[src/rtl/addr_seq_pkg.sv]
// Shared definitions for the ROM address sequencer: direction encoding and
// the load-value clamp helper.
package addr_seq_pkg;

  localparam logic DIR_UP   = 1'b0;
  localparam logic DIR_DOWN = 1'b1;

  // Operates on 16-bit values so any WIDTH up to 16 can share one helper.
  function automatic logic [15:0] clamp_load(input logic [15:0] val,
                                             input logic [15:0] limit);
    logic [15:0] res;
    if (val > limit) begin
      res = limit;
    end else begin
      res = val;
    end
    return res;
  endfunction

endpackage

[src/rtl/offset_adder.sv]
// WIDTH-bit ripple adder of full-adder cells with a constant OFFSET operand;
// the final carry out is intentionally not formed (address wraps modulo 2^WIDTH).
module offset_adder
  import addr_seq_pkg::*;
#(
  parameter int WIDTH  = 4,
  parameter int OFFSET = 2
) (
  input  logic [WIDTH-1:0] a,
  output logic [WIDTH-1:0] sum
);

  localparam logic [WIDTH-1:0] OFF_V = WIDTH'(OFFSET);

  logic [WIDTH-1:0] carry;

  assign carry[0] = 1'b0;

  for (genvar i = 0; i < WIDTH; i++) begin : g_fa
    assign sum[i] = a[i] ^ OFF_V[i] ^ carry[i];
    if (i < WIDTH - 1) begin : g_carry
      assign carry[i+1] = (a[i] & OFF_V[i]) | (carry[i] & (a[i] ^ OFF_V[i]));
    end
  end

endmodule

[src/rtl/addr_sequencer.sv]
// Modulo-(LIMIT+1) ROM address sequencer advancing on a vld/rdy handshake.
// Define ADDR_SEQ_DIR_EN to honour the dir input (down-counting).
module addr_sequencer
  import addr_seq_pkg::*;
#(
  parameter int WIDTH  = 4,
  parameter int OFFSET = 2,
  parameter int LIMIT  = (1 << WIDTH) - 1
) (
  input  logic             clk,
  input  logic             rst,
  input  logic             en,
  input  logic             load,
  input  logic [WIDTH-1:0] load_val,
  input  logic             dir,
  input  logic             rdy,
  output logic             vld,
  output logic [WIDTH-1:0] addr,
  output logic [WIDTH-1:0] cnt,
  output logic             wrap
);

  if (WIDTH < 2 || WIDTH > 16) begin : g_bad_width
    $error("addr_sequencer: WIDTH must be in 2..16");
  end
  if (LIMIT < 0 || LIMIT > (1 << WIDTH) - 1) begin : g_bad_limit
    $error("addr_sequencer: LIMIT must be in 0..2^WIDTH-1");
  end

  localparam logic [WIDTH-1:0] LIMIT_V = WIDTH'(LIMIT);
  localparam logic [WIDTH-1:0] ZERO_V  = {WIDTH{1'b0}};
  localparam logic [WIDTH-1:0] ONE_V   = WIDTH'(1);

  logic [WIDTH-1:0] cnt_q, cnt_d;
  logic             vld_q, vld_d;
  logic             wrap_q, wrap_d;
  logic             adv_s;

`ifndef ADDR_SEQ_DIR_EN
  logic unused_dir_s;
  assign unused_dir_s = dir;
`endif

  // Next count: load beats advance beats hold; wrap only on a wrapping advance.
  always_comb begin
    cnt_d  = cnt_q;
    wrap_d = 1'b0;
    vld_d  = en;
    adv_s  = vld_q & rdy & en & ~load;
    if (load) begin
      cnt_d = WIDTH'(clamp_load(16'(load_val), 16'(LIMIT_V)));
    end else if (adv_s) begin
`ifdef ADDR_SEQ_DIR_EN
      if (dir == DIR_DOWN) begin
        if (cnt_q == ZERO_V) begin
          cnt_d  = LIMIT_V;
          wrap_d = 1'b1;
        end else begin
          cnt_d = cnt_q - ONE_V;
        end
      end else if (cnt_q == LIMIT_V) begin
        cnt_d  = ZERO_V;
        wrap_d = 1'b1;
      end else begin
        cnt_d = cnt_q + ONE_V;
      end
`else
      if (cnt_q == LIMIT_V) begin
        cnt_d  = ZERO_V;
        wrap_d = 1'b1;
      end else begin
        cnt_d = cnt_q + ONE_V;
      end
`endif
    end else begin
      cnt_d = cnt_q;
    end
  end

  // State registers with asynchronous reset.
  always_ff @(posedge clk or posedge rst) begin
    if (rst) begin
      cnt_q  <= ZERO_V;
      vld_q  <= 1'b0;
      wrap_q <= 1'b0;
    end else begin
      cnt_q  <= cnt_d;
      vld_q  <= vld_d;
      wrap_q <= wrap_d;
    end
  end

  assign cnt  = cnt_q;
  assign vld  = vld_q;
  assign wrap = wrap_q;

  offset_adder #(
    .WIDTH  (WIDTH),
    .OFFSET (OFFSET)
  ) u_offset_adder (
    .a   (cnt_q),
    .sum (addr)
  );

endmodule

[config.mk]
export PLATFORM = sky130hd
export DESIGN_NAME = addr_sequencer
export DESIGN_NICKNAME = d
export VERILOG_FILES = /design/src/rtl/addr_seq_pkg.sv /design/src/rtl/offset_adder.sv /design/src/rtl/addr_sequencer.sv
export SDC_FILE = /design/constraint.sdc
export NUM_CORES = 1
export LEC_CHECK = 0
export CAP_MARGIN = 25
export CORE_AREA = 5 5 42 44
export DETAILED_ROUTE_END_ITERATION = 7
export DIE_AREA = 0 0 47 49
export HOLD_SLACK_MARGIN = 0.1
export SLEW_MARGIN = 25
export SYNTH_ARGS = -nofsm -noshare
export SYNTH_HDL_FRONTEND = slang
export SYNTH_SLANG_ARGS = --single-unit
[constraint.sdc]
create_clock -name clk -period 1.7 [get_ports clk]
set_input_delay 0.17 -clock clk [delete_from_list [all_inputs] [get_ports clk]]
set_output_delay 0.17 -clock clk [all_outputs]
set_load 0.05 [all_outputs]
## Word-level counts from Yosys, hierarchy flattened

Index checks and enable logic that the tools add are counted.

- Flip-flop bits (word level): 6
- Bits of input ports: 10
- Logic and storage cells: 20
- Output and inout bits: 10

- Muxes and demuxes: 6
- Add/subtract/negate cells: 1
- Equal/unequal tests: 1
- Reduce and logical (&&, ||, !) cells: 1
- Bitwise operators: 8

Operators with widths:

| cell | count |
|---|---|
| 4-bit two-way mux | 3 |
| 4-bit by 1-bit adder with 4-bit output, second input constant | 1 |
| 1-bit AND | 4 |
| 4-bit equality test, second input constant | 1 |
| 1-bit two-way mux | 3 |
| 1-bit NOT | 2 |
| 2-bit nonzero test | 1 |
| 1-bit XOR | 2 |

## Logic depth before layout (Yosys ltp)

Gate-level depths: netlist of the first run.

- Depth in word-level cells: 5
- Mapped depth: 4
- Depth with buffers taken out: 4

## By module

From an unflattened synthesis of the first run, not the netlist that was laid out.

- Cells, all modules: 35
- Area total of the unflattened synthesis: 335.3 µm²

By module, submodules not included:

| module | times used | area an instance (µm²) | cells an instance |
|---|---|---|---|
| addr_sequencer | 1 | 302.8 | 31 |
| offset_adder | 1 | 32.5 | 4 |

## Worst setup path after synthesis of the first run

No wires, ideal clock.

- Kind: register to output
- From: register cnt_q[2] (netlist: cnt[2])
- To: output addr[3]
- Buffers on the path: 0
- Stages on the path, launching flop included: 3
- Arrival time: 1.735 ns
- Setup slack: -0.205 ns
- Cell sequence: dfrtp_1 ha_1 xor2_1

- Word-level cells in the longest chain between the ends: 2

Ends and longest elaborated chain:

| item | line | source |
|---|---|---|
| start: declaration | addr_sequencer.sv:34 | `logic [WIDTH-1:0] cnt_q, cnt_d;` |
| start signal: assignment | addr_sequencer.sv:87 | `cnt_q <= cnt_d;` |
| 1-bit AND | offset_adder.sv:22 | `assign carry[i+1] = (a[i] & OFF_V[i]) \| (carry[i] & (a[i] ^ OFF_V[i]));` |
| 1-bit XOR | offset_adder.sv:20 | `assign sum[i] = a[i] ^ OFF_V[i] ^ carry[i];` |
| end: declaration | addr_sequencer.sv:18 | `output logic [WIDTH-1:0] addr,` |

No other way between the ends.

## Worst setup path in the final report of the first run

- From: register wrap_q (netlist: wrap)
- To: output wrap

RTL lines:

| item | line | source |
|---|---|---|
| start: declaration | addr_sequencer.sv:36 | `logic wrap_q, wrap_d;` |
| start signal: assignment | addr_sequencer.sv:89 | `wrap_q <= wrap_d;` |
| end: declaration | addr_sequencer.sv:20 | `output logic wrap` |

No word-level cell between the ends.

==> tab_implementation.tex, run 1 <==
\begin{tabular}{lr}
\hline
Metric & Value \\
\hline
\multicolumn{2}{l}{\textbf{Run status}} \\
Outcome & finished clean \\
\multicolumn{2}{l}{\textbf{CTS}} \\
Total clock buffers created by CTS & 3 \\
Clock slew at the register clock pins of the worst setup and hold paths & 0.05 ns \\
Count of hold buffers inserted by post-cts repair & 0 \\
Clock latency reported for the late side of the worst-skew pair & 0.24 ns \\
Clock root buffer & clkbuf\_4 \\
TritonCTS clock tree & yes \\
Deepest level of the CTS H-tree & 1 \\
Clock Sink Count & 6 \\
Buffers from clock root to sink, at most & 2 \\
Post-CTS setup buffer count & 0 \\
Cells resized by post-CTS repair & 0 \\
\multicolumn{2}{l}{\textbf{Floorplan}} \\
Overall die height & 49 um \\
Initial Utilization & 24.0\% \\
Overall die area & 0.00230 mm\^{}2 \\
Number of placement rows & 14 \\
Floorplan die width & 47 um \\
Core area & 0.00140 mm\^{}2 \\
Number of ports placed on the die boundary & 20 \\
\multicolumn{2}{l}{\textbf{Logic synthesis}} \\
Most frequent cells after synthesis & dfrtp\_1 (6), nand2\_1 (5), nand3\_1 (3), o21ai\_0 (3) \\
Top cell type's share of synthesized area & 44.6\% \\
Top area cells in the synthesized netlist & dfrtp\_1 (45\%), ha\_1 (7.4\%), nand2\_1 (5.6\%), xor2\_1 (5.2\%), nand3\_1 (4.5\%) \\
Cell type with the highest aggregate area in the netlist & dfrtp\_1 \\
Cell variety after synth & 17 \\
Total standard cell area after synthesis & 337 um\^{}2 \\
Number of enable flip-flop cells after synthesis & 0 \\
Number of synthesized register bits & 6 \\
Most used standard cell by instance count after synthesis & dfrtp\_1 \\
Async set-reset flop share out of synthesis & 100\% \\
Average cell area after synthesis & 9.90 um\^{}2 \\
Number of standard cells after synthesis & 34 \\
Sequential-to-total area share from yosys stat & 44.6\% \\
Number of nets in the synthesized netlist & 46 \\
Top\_reg\_cell synth & dfrtp\_1 \\
Ys Warns & 0 \\
\multicolumn{2}{l}{\textbf{Power}} \\
Pwr per Cell Area & 943 mW/mm\^{}2 \\
Highest ir drop seen on vdd & 0.463 mV \\
Static leakage & 0.261 nW \\
\multicolumn{2}{l}{\textbf{Finish}} \\
Ratio of cells with drive above 1 in the final layout & 29.6\% \\
Layout Nets & 68 \\
Area growth from synthesis to layout & 66.9\% \\
Ant diodes & 0 \\
\multicolumn{2}{l}{\textbf{STA}} \\
Layout Skew & 0.00278 ns \\
Headroom to the max-slew limit & 67.2\% \\
Total of endpoints with negative setup slack in the final report & 0 \\
Number of pins exceeding their max-slew limit in the final report & 0 \\
Setup repair after global routing missed its margin & no \\
Worst Max-Slew Pin Slew & 0.491 ns \\
Post-layout minimum cycle time & 1.53 ns \\
Max Freq & 655 MHz \\
Worst Setup Slack, final & 0.173 ns \\
Post-route setup TNS & 0 ns \\
Final hold vios & 0 \\
Final worst path period share & 89.8\% \\
\multicolumn{2}{l}{\textbf{Routing}} \\
Final ANT Viol Nets & 0 \\
Number of DRC violations after detailed-routing iteration 0 & 4 \\
Total via count in the routed design & 311 \\
Detailed-routing iteration count for the pre-antenna-repair pass & 3 \\
Routed wire length per instance & 11.3 um \\
Mean number of vias per cell & 4.44 \\
Drt drc & 0 \\
Sum of routed wire length over all layers & 790 um \\
\multicolumn{2}{l}{\textbf{Critical path}} \\
Source of the worst register-to-register timing path & cnt[0] \\
Bufs and invs on worst path & 1 \\
Critical path class & flop to output pin \\
CP Data Arrival Time & 1.36 ns \\
Cell count of the worst reg-to-reg path & 4 \\
Delay-heaviest family, CP & buffers and inverters \\
Setup crit end kind & output pin \\
Register-to-register path setup slack & 0.30 ns \\
Series of cell instances along the critical path & clkdlybuf4s50\_1 \\
Worst reg2reg endpoint & cnt[0] \\
Max Fanout on Critical Path & 1 \\
Required time at the worst-slack endpoint & 1.53 ns \\
Kind of start point of the critical path & flop \\
Slowest-stage cell, CP & clkdlybuf4s50\_1 \\
Delay of the slowest cell on the worst path & 0.79 ns \\
\multicolumn{2}{l}{\textbf{Hold path}} \\
Class of the tightest hold or removal check & primary input to async pin \\
\multicolumn{2}{l}{\textbf{GRT}} \\
Via count of the first global-routing pass & 323 \\
First-pass GRT wire length & 1430 um \\
Global route total overflow & 0 \\
Number of antenna violations at the first check in global routing & 0 \\
Largest net degree at the start of global routing & 8 \\
Global-route usage over all layers & 8.65\% \\
\multicolumn{2}{l}{\textbf{Placed design}} \\
Worst slack, placed & 0.203 ns \\
RePlAce Congestion & 0.741 \\
Buffers on Ports & 18 \\
\multicolumn{2}{l}{\textbf{Run}} \\
Max cap viols & 0 \\
\hline
\end{tabular}
-- cell type report --
| class | instances | area (um^2) |
|---|---|---|
| Sequential cell | 6 | 150 |
| Fill cell | 148 | 840 |
| Clock buffer | 3 | 22.5 |
| Tap cell | 16 | 20.0 |
| Multi-Input combinational cell | 24 | 171 |
| Inverter | 2 | 7.51 |
| Timing Repair Buffer | 19 | 190 |
-- cells in the final DEF, fill, tap and decap left out, types with 2 or more instances in the layout --
master	Yosys	routed
o21ai_0	3	3
clkdlybuf4s50_1	0	9
buf_12	0	2
buf_4	2	8
dfrtp_1	6	6
inv_1	2	2
clkbuf_4	0	3
nand2_1	5	5
ha_1	2	2
nand3_1	3	3
-- report_power, final --
group	internal [mW]	switching, mW
clock	0.0800	0.0536
sequential	0.154	0.0168
combinational	0.0931	0.132
total	0.327	0.203
-- worst max path at each step --
stage / endpoint / startpoint / cells past startpoint
3_5_place_dp: cnt[3] / en / 4
5_1_grt: wrap / wrap / 1
4_1_cts: wrap / wrap / 1
3_3_place_gp: cnt[0] / en / 4
6_report: wrap / wrap / 1
2_1_floorplan: addr[3] / cnt[2] / 2
-- per-stage QoR --
stage	utilization, %	hold WS [ns]	instance area, um^2	power, mW	instances
after global routing	40.1	0.168	562	0.556	70
after floorplan	-	-0.0390	344	0.306	34
after CTS	40.1	0.149	562	0.537	70
final	40.1	0.139	562	0.530	70
after global placement	38.5	0.411	539	0.400	67
after detailed placement	38.5	0.404	539	0.401	67
-- logic make-up after synthesis --
| logic type | Yosys count | share of synthesized area, % |
|---|---|---|
| muxes | 1 | 2.97 |
| adders and majority gates | 2 | 7.43 |
| buffers and inverters | 4 | 6.69 |
| xor gates and xnor gates | 2 | 5.21 |
| and+or+nand+nor | 15 | 26.4 |
| AOI/OAI and AO/OA | 4 | 6.69 |
| DFF | 6 | 44.6 |
-- sequential cells by signal, indices dropped and copies added (netlist names) --
name / flops
cnt: 4
vld: 1
wrap: 1
-- layer usage --
layer	part of all wire, %	GRT usage [%]	wire (um)	vias to the layer above
met1	44	12.1	346	134
met4	1.0	5.53	8	0
met2	42	10.4	334	14
li1	-	-	-	161
met3	13	3.69	101	2
met5	0	0	0	-
(Power assumes the default switching activity.)
==> run 2, diff against run 1 <==
--- a/config.mk
+++ b/config.mk
@@ -6,9 +6,9 @@
 export NUM_CORES = 1
 export LEC_CHECK = 0
 export CAP_MARGIN = 25
-export CORE_AREA = 5 5 42 44
+export CORE_AREA = 2 2 39 41
 export DETAILED_ROUTE_END_ITERATION = 7
-export DIE_AREA = 0 0 47 49
+export DIE_AREA = 0 0 41 43
 export HOLD_SLACK_MARGIN = 0.1
 export SLEW_MARGIN = 25
 export SYNTH_ARGS = -nofsm -noshare
==> run 2 against run 1 <==
Compared with the run above:
- hold slack worse by 0.0038 ns
- sequential power barely moved
- setup slack improved by 0.011 ns
- non-clock buffer count is the same
- via count down 2.9%
- total power hardly changed
- flip-flop and latch count unchanged
- cell area stayed put
- first-iteration DRC count shrank 50%
- critical path depth stayed put
==> tab_implementation.tex, run 2 (same netlist as run 1, synthesis figures left out) <==
\begin{tabular}{lr}
\hline
Metric & Value \\
\hline
\multicolumn{2}{l}{\textbf{Finish}} \\
Number of flip-flops in the largest register & 4 (unchanged) \\
Ratio of cells with drive above 1 in the final layout & 29.6\% (unchanged) \\
Layout Nets & 68 (unchanged) \\
Ant diodes & 0 (unchanged) \\
Most frequent cells in the layout & clkdlybuf4s50\_1 (9), buf\_4 (8), dfrtp\_1 (6) (unchanged) \\
Area growth from synthesis to layout & 66.9\% (unchanged) \\
Final core utilization & 40.6\% (was 40.1\%) \\
Leading cell type in the layout, fill and taps excluded & clkdlybuf4s50\_1 (unchanged) \\
Finished Layout Cells & 70 (unchanged) \\
\multicolumn{2}{l}{\textbf{Hold path}} \\
Class of the tightest hold or removal check & primary input to async pin (unchanged) \\
\multicolumn{2}{l}{\textbf{Routing}} \\
Total via count in the routed design & 302 (was 311) \\
Detailed-routing iteration count for the pre-antenna-repair pass & 2 (was 3) \\
Routed wire length per instance & 9.79 um (was 11.3 um) \\
Number of DRC violations after detailed-routing iteration 0 & 2 (was 4) \\
Mean number of vias per cell & 4.31 (was 4.44) \\
Sum of routed wire length over all layers & 685 um (was 790 um) \\
Final ANT Viol Nets & 0 (unchanged) \\
Drt drc & 0 (unchanged) \\
\multicolumn{2}{l}{\textbf{Floorplan}} \\
Number of ports placed on the die boundary & 20 (unchanged) \\
Number of placement rows & 14 (unchanged) \\
Overall die area & 0.00176 mm\^{}2 (was 0.00230 mm\^{}2) \\
Floorplan die width & 41 um (was 47 um) \\
Initial Utilization & 24.3\% (was 24.0\%) \\
Core area & 0.00138 mm\^{}2 (was 0.00140 mm\^{}2) \\
Overall die height & 43 um (was 49 um) \\
\multicolumn{2}{l}{\textbf{STA}} \\
Max Freq & 660 MHz (was 655 MHz) \\
Final hold vios & 0 (unchanged) \\
Number of pins exceeding their max-slew limit in the final report & 0 (unchanged) \\
Final worst path period share & 89.2\% (was 89.8\%) \\
Post-layout minimum cycle time & 1.52 ns (was 1.53 ns) \\
Headroom to the max-slew limit & 67.5\% (was 67.2\%) \\
Layout Skew & 0.00455 ns (was 0.00278 ns) \\
Total of endpoints with negative setup slack in the final report & 0 (unchanged) \\
Post-route setup TNS & 0 ns (unchanged) \\
Worst Setup Slack, final & 0.184 ns (was 0.173 ns) \\
Final worst hold slack & 0.135 ns (was 0.139 ns) \\
Setup repair after global routing missed its margin & no (unchanged) \\
Worst Max-Slew Pin Slew & 0.486 ns (was 0.491 ns) \\
\multicolumn{2}{l}{\textbf{Run}} \\
Max cap viols & 0 (unchanged) \\
\multicolumn{2}{l}{\textbf{Placed design}} \\
Post-Place Cells & 67 (unchanged) \\
RePlAce Congestion & 0.637 (was 0.741) \\
Buffers on Ports & 18 (unchanged) \\
Total half-perimeter wirelength after legalization and detailed placement & 531 um \\
Worst slack, placed & 0.225 ns (was 0.203 ns) \\
\multicolumn{2}{l}{\textbf{Critical path}} \\
Setup crit end kind & output pin (unchanged) \\
Series of cell instances along the critical path & clkdlybuf4s50\_1 (unchanged) \\
Launching instance or port of the critical path & wrap (unchanged) \\
CP Data Arrival Time & 1.35 ns (was 1.36 ns) \\
Delay-heaviest family, CP & buffers and inverters (unchanged) \\
Source of the worst register-to-register timing path & cnt[0] (unchanged) \\
Delay of the slowest cell on the worst path & 0.79 ns (about the same) \\
Slowest-stage cell, CP & clkdlybuf4s50\_1 (unchanged) \\
Critical path class & flop to output pin (unchanged) \\
Required time at the worst-slack endpoint & 1.53 ns (about the same) \\
Kind of start point of the critical path & flop (unchanged) \\
Bufs and invs on worst path & 1 (unchanged) \\
Max Fanout on Critical Path & 1 (unchanged) \\
\multicolumn{2}{l}{\textbf{CTS}} \\
Buffers from clock root to sink, at most & 2 (unchanged) \\
Clock root buffer & clkbuf\_4 (unchanged) \\
Total clock buffers created by CTS & 3 (unchanged) \\
TritonCTS clock tree & yes (unchanged) \\
Deepest level of the CTS H-tree & 1 (unchanged) \\
Clock Sink Count & 6 (unchanged) \\
Clock latency reported for the late side of the worst-skew pair & 0.25 ns (was 0.24 ns) \\
Cells resized by post-CTS repair & 0 (unchanged) \\
Post-CTS setup buffer count & 0 (unchanged) \\
Count of hold buffers inserted by post-cts repair & 0 (unchanged) \\
Clock slew at the register clock pins of the worst setup and hold paths & 0.05 ns (about the same) \\
\multicolumn{2}{l}{\textbf{GRT}} \\
Number of antenna violations at the first check in global routing & 0 (unchanged) \\
First-pass GRT wire length & 1120 um (was 1430 um) \\
Global-route usage over all layers & 9.68\% (was 8.65\%) \\
Via count of the first global-routing pass & 290 (was 323) \\
Largest net degree at the start of global routing & 8 (unchanged) \\
Global route total overflow & 0 (unchanged) \\
\multicolumn{2}{l}{\textbf{Run status}} \\
Outcome & finished clean (unchanged) \\
\multicolumn{2}{l}{\textbf{Power}} \\
Static leakage & 0.261 nW (unchanged) \\
Highest ir drop seen on vdd & 0.370 mV (was 0.463 mV) \\
Pwr per Cell Area & 944 mW/mm\^{}2 (was 943 mW/mm\^{}2) \\
\hline
\end{tabular}
-- run 2: cell counts in the layout (fill, tap and decap cells not counted) --
No cell type changed its count.
-- run 2: final cells by class --
cell class                      count  area [um^2]
Timing Repair Buffer               19          190
Fill cell                         140          822
Tap cell                           16         20.0
Sequential cell                     6          150
Clock buffer                        3         22.5
Inverter                            2         7.51
Multi-Input combinational cell     24          171
-- run 2: metrics by stage --
stage | area [um^2] | total power, mW
after floorplan | 344 | 0.306
after global placement | 539 | 0.398
after detailed placement | 539 | 0.399
after CTS | 562 | 0.540
after global routing | 562 | 0.558
final | 562 | 0.530
-- run 2: path summary, 6_finish.rpt --
path	to	slack (ns)	depth (start not counted)
setup reg to reg	cnt[0]	0.32	4
hold reg to reg	wrap	0.62	2
setup / recovery	wrap	0.18	1
min in group clk	vld	0.45	1
hold / removal	cnt[0]	0.14	2
max in group asynchronous	vld	1.37	2
-- run 2: routing by layer --
metal  routed length [um]  track usage, %  up-vias
li1                     -               -      161
met1                  310            11.7      123
met2                  280            13.1       16
met3                   82            4.71        2
met4                   12            6.00        0
met5                    0               0        -
-- run 2: report_power, final --
part           internal [mW]  switching (mW)
Clock                 0.0801          0.0550
Combinational         0.0934           0.132
Sequential             0.154          0.0160
Total                  0.328           0.203
==> run 3, diff against run 2 <==
--- a/config.mk
+++ b/config.mk
@@ -10,6 +10,7 @@
 export DETAILED_ROUTE_END_ITERATION = 7
 export DIE_AREA = 0 0 41 43
 export HOLD_SLACK_MARGIN = 0.1
+export SKIP_LAST_GASP = 1
 export SLEW_MARGIN = 25
 export SYNTH_ARGS = -nofsm -noshare
 export SYNTH_HDL_FRONTEND = slang
==> results of run 3 <==
Final layout, timing and power as in run 2 (identical DEF).
